==> src/rtl/div_pkg.sv <==
// div_pkg: state encoding, default ratio and high-time window shared by the divider and its monitor
package div_pkg;
    typedef enum logic {IDLE, MEASURE} state_t;
    localparam int DIV_DEFAULT = 9;
    function automatic int hi_min(input int div);
        return div / 2;
    endfunction
    function automatic int hi_max(input int div);
        return (div + 1) / 2;
    endfunction
endpackage

==> src/rtl/div_edge_det.sv <==
// div_edge_det: registers the previous level of a clk-domain signal and flags its edges
module div_edge_det (
    input  logic clk,
    input  logic rstn,
    input  logic d,
    output logic rise,
    output logic fall
);
    logic s_prev;
    always_ff @(posedge clk) s_prev <= !rstn ? 1'b0 : d;
    assign rise = d & ~s_prev;
    assign fall = ~d & s_prev;
endmodule

==> src/rtl/div_clk_monitor.sv <==
// div_clk_monitor: measures period and high time of a divided clock and checks them against DIV
module div_clk_monitor import div_pkg::*; #(
    parameter int DIV     = DIV_DEFAULT,
    parameter int CW      = 8,
    parameter int LOCK_N  = 4,
    parameter int TIMEOUT = 18
) (
    input  logic          clk,
    input  logic          rstn,
    input  logic          clk_in,
    output logic [CW-1:0] period,
    output logic [CW-1:0] high_cnt,
    output logic          meas_valid,
    output logic          period_err,
    output logic          timeout,
    output logic          lock,
    output logic [7:0]    err_cnt
);
    localparam logic [CW-1:0] DIV_C  = CW'(DIV);
    localparam logic [CW-1:0] TO_C   = CW'(TIMEOUT);
    localparam logic [CW-1:0] HI_MIN = CW'(hi_min(DIV));
    localparam logic [CW-1:0] HI_MAX = CW'(hi_max(DIV));
    localparam logic [CW-1:0] HC_SAT = '1;
    localparam logic [3:0]    LOCK_C = 4'(LOCK_N);
    state_t        state, state_nx;
    logic          rise, measure, expire, good, bad;
    logic [CW-1:0] per_cnt, hc;
    logic [3:0]    run, run_nx;
    div_edge_det u_edge (
        .clk  (clk),
        .rstn (rstn),
        .d    (clk_in),
        .rise (rise),
        .fall ()
    );
    assign good   = per_cnt == DIV_C && hc >= HI_MIN && hc <= HI_MAX;
    assign bad    = measure & ~good;
    assign run_nx = run == LOCK_C ? run : run + 4'd1;
    // a rise on the timeout cycle is still a measurement, so it masks the timeout
    always_comb begin
        measure  = state == MEASURE && rise;
        expire   = state == MEASURE && !rise && per_cnt == TO_C;
        state_nx = state == IDLE ? (rise ? MEASURE : IDLE) : (expire ? IDLE : MEASURE);
    end
    always_ff @(posedge clk) state <= !rstn ? IDLE : state_nx;
    always_ff @(posedge clk) begin
        if (!rstn) begin
            per_cnt    <= '0;
            hc         <= '0;
            period     <= '0;
            high_cnt   <= '0;
            meas_valid <= 1'b0;
            period_err <= 1'b0;
            timeout    <= 1'b0;
            lock       <= 1'b0;
            run        <= '0;
            err_cnt    <= '0;
        end else begin
            per_cnt    <= rise ? CW'(1) : (per_cnt == TO_C ? per_cnt : per_cnt + CW'(1));
            hc         <= rise ? CW'(1) : (hc == HC_SAT ? hc : hc + CW'(clk_in));
            meas_valid <= measure;
            period_err <= bad;
            timeout    <= expire;
            if (measure) begin
                period   <= per_cnt;
                high_cnt <= hc;
            end
            if (bad || expire) begin
                run  <= '0;
                lock <= 1'b0;
            end else if (measure) begin
                run <= run_nx;
                if (run_nx == LOCK_C) lock <= 1'b1;
            end
            if ((bad || expire) && err_cnt != 8'hff) err_cnt <= err_cnt + 8'd1;
        end
    end
endmodule

==> config.mk <==
export PLATFORM = sky130hd
export DESIGN_NAME = div_clk_monitor
export DESIGN_NICKNAME = d
export VERILOG_FILES = /design/src/rtl/div_pkg.sv /design/src/rtl/div_edge_det.sv /design/src/rtl/div_clk_monitor.sv
export SDC_FILE = /design/constraint.sdc
export NUM_CORES = 1
export LEC_CHECK = 0
export ABC_AREA = 1
export BUFFER_PORTS_ARGS = -buffer_cell sky130_fd_sc_hd__buf_4
export CAP_MARGIN = 20
export CORE_MARGIN = 2
export CORE_UTILIZATION = 55
export CTS_CLUSTER_DIAMETER = 150
export DETAILED_ROUTE_END_ITERATION = 8
export GPL_TIMING_DRIVEN = 0
export HOLD_SLACK_MARGIN = 0.06
export PLACE_DENSITY = 0.78
export SLEW_MARGIN = 20
export SYNTH_ARGS = -nofsm -noshare
export SYNTH_HDL_FRONTEND = slang
export SYNTH_SLANG_ARGS = --single-unit
==> constraint.sdc <==
create_clock -name clk -period 1.87 [get_ports clk]
set_input_delay 0.0935 -clock clk [delete_from_list [all_inputs] [get_ports clk]]
set_output_delay 0.0935 -clock clk [all_outputs]
set_load 0.05 [all_outputs]
==> results.cfg, run 1 <==
[power]
vdd_drop_max_v = 0.000403
cellPowerDensity_nw_per_um2 = 747
leakage_uw = 0.00105
power_uw = 1920

[placed_design]
dpl.hpwl_mm = 3.19
port_buffers = 29
place.gp.congestion = 0.899
dpl_cell_area_um2 = 2460

[cts]
cts_tree = built
cts.sinks = 50
cts-buffers-inserted = 5
h-tree-depth = 2
post-cts-setup-buffer-count = 0
clk_latency_ps = 310
ctsRootBufferMaster = clkbuf_8
clkTransAtPathRegs_ps = 90
clock_path_buffers = 2

[sta]
min_period_ps = 1590
final-hold-violation-count = 0
fmax_mhz = 628
fin_setup_tns_ps = 0
timing.final.crit_share_pct = 85.2
slew_viol_final = 0
maxSlewHeadroom_pct = 61.1
setup_violations = 0
tightest_slew_ps = 583
rsz0062_at_grt = no
fin_skew_ps = 7.36
holdWs_ps = 90.4

[run_status]
status = finished clean

[run]
max_cap_viol_count = 0

[global_routing]
grt_overflow = 0
grt_max_degree = 15
grt_pass1_vias = 1805
grt_pass1_wl_mm = 7.72
grt.total_usage_pct = 22.9
antenna_found_initial = 0

[floorplanning]
initial_core_util_pct = 58.4
dieWidth_um = 67.1
die_y_um = 67.1
rows = 22
die_area_um2 = 4500
num_io_pins = 31
core-area_um2 = 3740

[setup_path]
cp-end-kind = flop
crit_family = simple AND/OR/NAND/NOR gates
path_cells = inv_1, ha_1, nand3_1, nor2_2, nand3b_2, nand2_4, nand2_4, nand2_1, a21oi_2
path_class = flop to flop
crit_top_cell = nand2_4
crit_fanout = 10
critPathSlowestCell = dfxtp_1
worstSetupStartpointType = flop
cp.arrival_ps = 1770
cp_slowest_stage_delay_ps = 360
required_ps = 2050
critical_path_buf_inv_count = 1

[drt]
vias_per_cell = 5.28
postRouteAntennaNets = 0
drc_errors = 0
wirelength_mm = 4.55
wl_per_cell_um = 12.6
dr.pass1.iters = 4
num_vias = 1899
drt_iter0_drc = 134

[synth]
avgSynthCellArea_um2 = 7.98
synthesis.area_um2 = 2190
synthDistinctLibCells = 29
seq_area_frac_synth_pct = 45.8
yosys_register_bits = 50
synth_warnings = 0
synth_cells = 274
syn-num-nets = 285

[hold_path]
hold_class = input pin to flop

[layout]
nNetsFinal = 322
layout-drive-gt1-share_pct = 18.3
area_growth_pct = 17.3
design_area_um2 = 2570
antenna_cells = 0
==> registers in the layout (all words and copies together), names as in the netlist <==
signal	cells
period	8
lock	1
high_cnt	8
period_err	1
run	4
err_cnt	8
u_edge.s_prev	1
hc	8
state	1
meas_valid	1
timeout	1
per_cnt	8
==> cell usage after synthesis <==
| cell type | count | area share, % |
|---|---|---|
| xor2_1 | 12 | 4.8 |
| nand2_4 | 2 | 1.0 |
| buf_1 | 2 | 0.34 |
| dfxtp_1 | 50 | 46 |
| xnor2_1 | 4 | 1.6 |
| inv_2 | 4 | 0.69 |
| nor2_2 | 1 | 0.29 |
| o21ai_0 | 8 | 1.8 |
| nor2_1 | 26 | 4.5 |
| nor3_1 | 5 | 1.1 |
| inv_1 | 19 | 3.3 |
| nand2_2 | 2 | 0.57 |
| nor2_4 | 1 | 0.51 |
| nand3_1 | 21 | 4.8 |
| nand3b_2 | 1 | 0.51 |
| clkbuf_1 | 1 | 0.17 |
| or2_1 | 1 | 0.29 |
| nand4_1 | 3 | 0.86 |
| buf_2 | 4 | 0.92 |
| ha_1 | 8 | 4.6 |
| nand3_4 | 1 | 0.80 |
| a21oi_2 | 3 | 1.2 |
| nand2_1 | 54 | 9.3 |
| a31oi_1 | 2 | 0.57 |
| nor4_1 | 1 | 0.29 |
| nor3_4 | 1 | 0.74 |
| nor3b_1 | 1 | 0.34 |
| buf_4 | 1 | 0.34 |
| a21oi_1 | 35 | 8.0 |
==> worst min-delay path, delay by kind of cell <==
kind,cells,cell delay [ps]
AND/OR/NAND/NOR,1,80
buffers and inverters,2,190
==> repair_timing <==
item,in CTS,in global routing
gates resized for setup,0,0
hold buffers,1,0
endpoints found under the hold margin,1,0
==> logic make-up (layout without fill, tap and decap cells) <==
kind of cell / count (synthesis) / count (layout) / share of synthesized area [%]
simple gates: 121 / 121 / 25.9
buf+inv: 31 / 69 / 5.72
flops: 50 / 50 / 45.8
xor+xnor: 16 / 16 / 6.41
compound gates: 48 / 48 / 11.6
fa+ha+maj: 8 / 8 / 4.58
==> cell usage in the layout, fill, tap and decap left out <==
| master | synthesis | routed |
|---|---|---|
| xor2_1 | 12 | 12 |
| nand2_1 | 54 | 54 |
| inv_1 | 19 | 19 |
| dlygate4sd3_1 | 0 | 1 |
| buf_2 | 4 | 4 |
| nand3b_2 | 1 | 1 |
| ha_1 | 8 | 8 |
| nand3_4 | 1 | 1 |
| or2_1 | 1 | 1 |
| a21oi_2 | 3 | 3 |
| clkinv_2 | 0 | 1 |
| nor4_1 | 1 | 1 |
| nand3_1 | 21 | 21 |
| inv_2 | 4 | 4 |
| clkbuf_8 | 0 | 6 |
| a21oi_1 | 35 | 35 |
| nand4_1 | 3 | 3 |
| a31oi_1 | 2 | 2 |
| buf_1 | 2 | 2 |
| o21ai_0 | 8 | 8 |
| nand2_2 | 2 | 2 |
| nor3b_1 | 1 | 1 |
| xnor2_1 | 4 | 4 |
| dfxtp_1 | 50 | 50 |
| buf_4 | 1 | 30 |
| nor2_2 | 1 | 1 |
| nor2_1 | 26 | 26 |
| nand2_4 | 2 | 2 |
| clkbuf_1 | 1 | 2 |
| nor3_4 | 1 | 1 |
| nor3_1 | 5 | 5 |
| nor2_4 | 1 | 1 |
==> final timing paths <==
| path | startpoint | endpoint | slack (ps) | depth (start not counted) |
|---|---|---|---|---|
| max | per_cnt[0] | err_cnt[7] | 280 | 9 |
| min | rstn | u_edge.s_prev | 90 | 3 |
| min reg2reg | high_cnt[7] | high_cnt[7] | 470 | 2 |
| max reg2reg | per_cnt[0] | err_cnt[7] | 280 | 9 |
==> metrics by stage <==
stage                     setup slack [ps]  std cells  util (%)
after global routing                   125        360      68.5
after CTS                              279        360      68.5
after global placement                 312        351      65.8
final                                  278        360      68.5
after floorplan                       27.7        274         -
after detailed placement               298        351      65.8
==> report_power, final <==
part | switching [uW] | internal, uW | total (uW)
registers | 18.5 | 1090 | 1100
clock network | 353 | 299 | 652
logic | 112 | 48.0 | 160
==> final cells by class <==
class	count	area, um2
Fill cell	343	1180
Buffer	8	38.8
Sequential cell	50	1000
Tap cell	48	60.1
Clock buffer	7	86.3
Clock inverter	1	5.00
Multi-Input combinational cell	193	1060
Inverter	23	86.3
Timing Repair Buffer	30	228
==> metal layers <==
metal	track usage (%)	wire length (um)	up-vias
met5	0	0	-
met4	7.91	57	0
met3	7.26	237	7
met2	39.5	2230	42
met1	26.4	2030	880
li1	-	-	970
Power figures use the tool's default switching activity.
==> inputs of run 2 (changes only) <==
--- a/config.mk
+++ b/config.mk
@@ -8,13 +8,15 @@
 export ABC_AREA = 1
 export BUFFER_PORTS_ARGS = -buffer_cell sky130_fd_sc_hd__buf_4
 export CAP_MARGIN = 20
+export CELL_PAD_IN_SITES_DETAIL_PLACEMENT = 2
+export CELL_PAD_IN_SITES_GLOBAL_PLACEMENT = 2
 export CORE_MARGIN = 2
-export CORE_UTILIZATION = 55
+export CORE_UTILIZATION = 33
 export CTS_CLUSTER_DIAMETER = 150
 export DETAILED_ROUTE_END_ITERATION = 8
 export GPL_TIMING_DRIVEN = 0
 export HOLD_SLACK_MARGIN = 0.06
-export PLACE_DENSITY = 0.78
+export PLACE_DENSITY = 0.79
 export SLEW_MARGIN = 20
 export SYNTH_ARGS = -nofsm -noshare
 export SYNTH_HDL_FRONTEND = slang
==> results.cfg, run 2 (synthesis gave the netlist of run 1 again) <==
[global_routing]
use_met3_pct = 3.70
grt_pass1_vias = 2037
grt_pass1_wl_mm = 9.91
grt_overflow = 0
busiest_layer = met2
grt.total_usage_pct = 17.2
use_met1_pct = 21.4
gr-usage-met2_pct = 30.0
antenna_found_initial = 0
grt_max_degree = 15

[cts]
post-cts-setup-buffer-count = 0
h-tree-depth = 2
cts.sinks = 50
post_cts_resized = 0
cts-buffers-inserted = 5
clk_latency_ps = 300
cts_tree = built
ctsRootBufferMaster = clkbuf_8
clkTransAtPathRegs_ps = 90
clock_path_buffers = 2

[floorplanning]
die_area_um2 = 7290
initial_core_util_pct = 34.2
die_y_um = 85.4
rows = 29
core-area_um2 = 6390
num_io_pins = 31
dieWidth_um = 85.4

[placed_design]
dpl_cell_area_um2 = 2500
dp_slack_ps = 218
port_buffers = 29
place.gp.congestion = 0.831
dpl.hpwl_mm = 4.42

[sta]
fmax_mhz = 604
tightest_slew_ps = 718
timing.final.crit_share_pct = 88.6
holdWs_ps = 108
rsz0062_at_grt = no
min_period_ps = 1660
worst_slack_ps = 214
final-hold-violation-count = 0
maxSlewHeadroom_pct = 52.1
setup_violations = 0
fin_setup_tns_ps = 0
fin_skew_ps = 6.41
slew_viol_final = 0

[layout]
layout-drive-gt1-share_pct = 17.9
nNetsFinal = 322
final_common_cell = nand2_1
design_area_um2 = 2620
final_cell_mix = 54 x nand2_1, 50 x dfxtp_1, 35 x a21oi_1
area_growth_pct = 19.7
fillers = 743
antenna_cells = 0

[setup_path]
worstSetupStartpointType = flop
cp-end-kind = flop
cp.arrival_ps = 1820
path_class = flop to flop
crit_fanout = 10
required_ps = 2030

[drt]
drt_iter0_drc = 81
postRouteAntennaNets = 0
wirelength_mm = 5.98
wl_per_cell_um = 15.4
num_vias = 1949
vias_per_cell = 5.01
drc_errors = 0
dr.pass1.iters = 4

[run_status]
status = finished clean

[power]
cellPowerDensity_nw_per_um2 = 781
leakage_uw = 0.00105
vdd_drop_max_v = 0.000295
power_uw = 2040

[hold_path]
hold_class = input pin to flop

[run]
max_cap_viol_count = 0
[run 2: stage by stage]
| step | utilization [%] | instances |
|---|---|---|
| after floorplan | - | 274 |
| after global placement | 39.2 | 380 |
| after detailed placement | 39.2 | 380 |
| after CTS | 41.0 | 389 |
| after global routing | 41.0 | 389 |
| final | 41.0 | 389 |
[run 2: final timing paths]
kind                     from           to  slack, ps  cells past startpoint
setup reg to reg   per_cnt[0]   err_cnt[5]        210                      9
hold / removal           rstn   err_cnt[0]        110                      3
hold reg to reg   high_cnt[5]  high_cnt[5]        480                      2
setup / recovery   per_cnt[0]   err_cnt[5]        210                      9
[run 2: worst max-delay path: stages, from the launching register on]
cell and delay [ps]:
dfxtp_1 360, inv_1 120, ha_1 160, nand3_1 90, nor2_2 220, nand3b_2 160
nand2_4 170, nand2_4 100, nand2_1 100, a21oi_2 50
[run 2: layout make-up]
type / instances / area [um2] / share of cell area [%]
plain buffers: 8 / 38.8 / 1.48
clock buffers: 7 / 76.3 / 2.92
clock inverters: 1 / 30.0 / 1.15
inverters: 23 / 86.3 / 3.30
multi-input cells: 193 / 1060 / 40.5
flip-flops and latches: 50 / 1000 / 38.2
well taps: 77 / 96.3 / 3.68
repair buffers: 30 / 228 / 8.70
[run 2: report_power, final]
group          internal (uW)  total, uW  switching [uW]
Clock                    401        772             371
Sequential              1090       1110            19.8
Combinational           48.3        165             117
Total                   1540       2040             507
[run 2: layer usage]
metal  vias up  part of all wire, %  wire length [um]
met5         -                    0                 0
met4         0                  1.1                66
met3         6                  3.7               219
met2        37                   51              3040
met1       940                   44              2650
li1        966                    -                 -
[run 2: what timing repair did]
action | 4_1_cts | 5_1_grt
endpoints found under the setup margin | 0 | 0
hold buffers | 1 | 0
hold endpoints to repair | 1 | 0
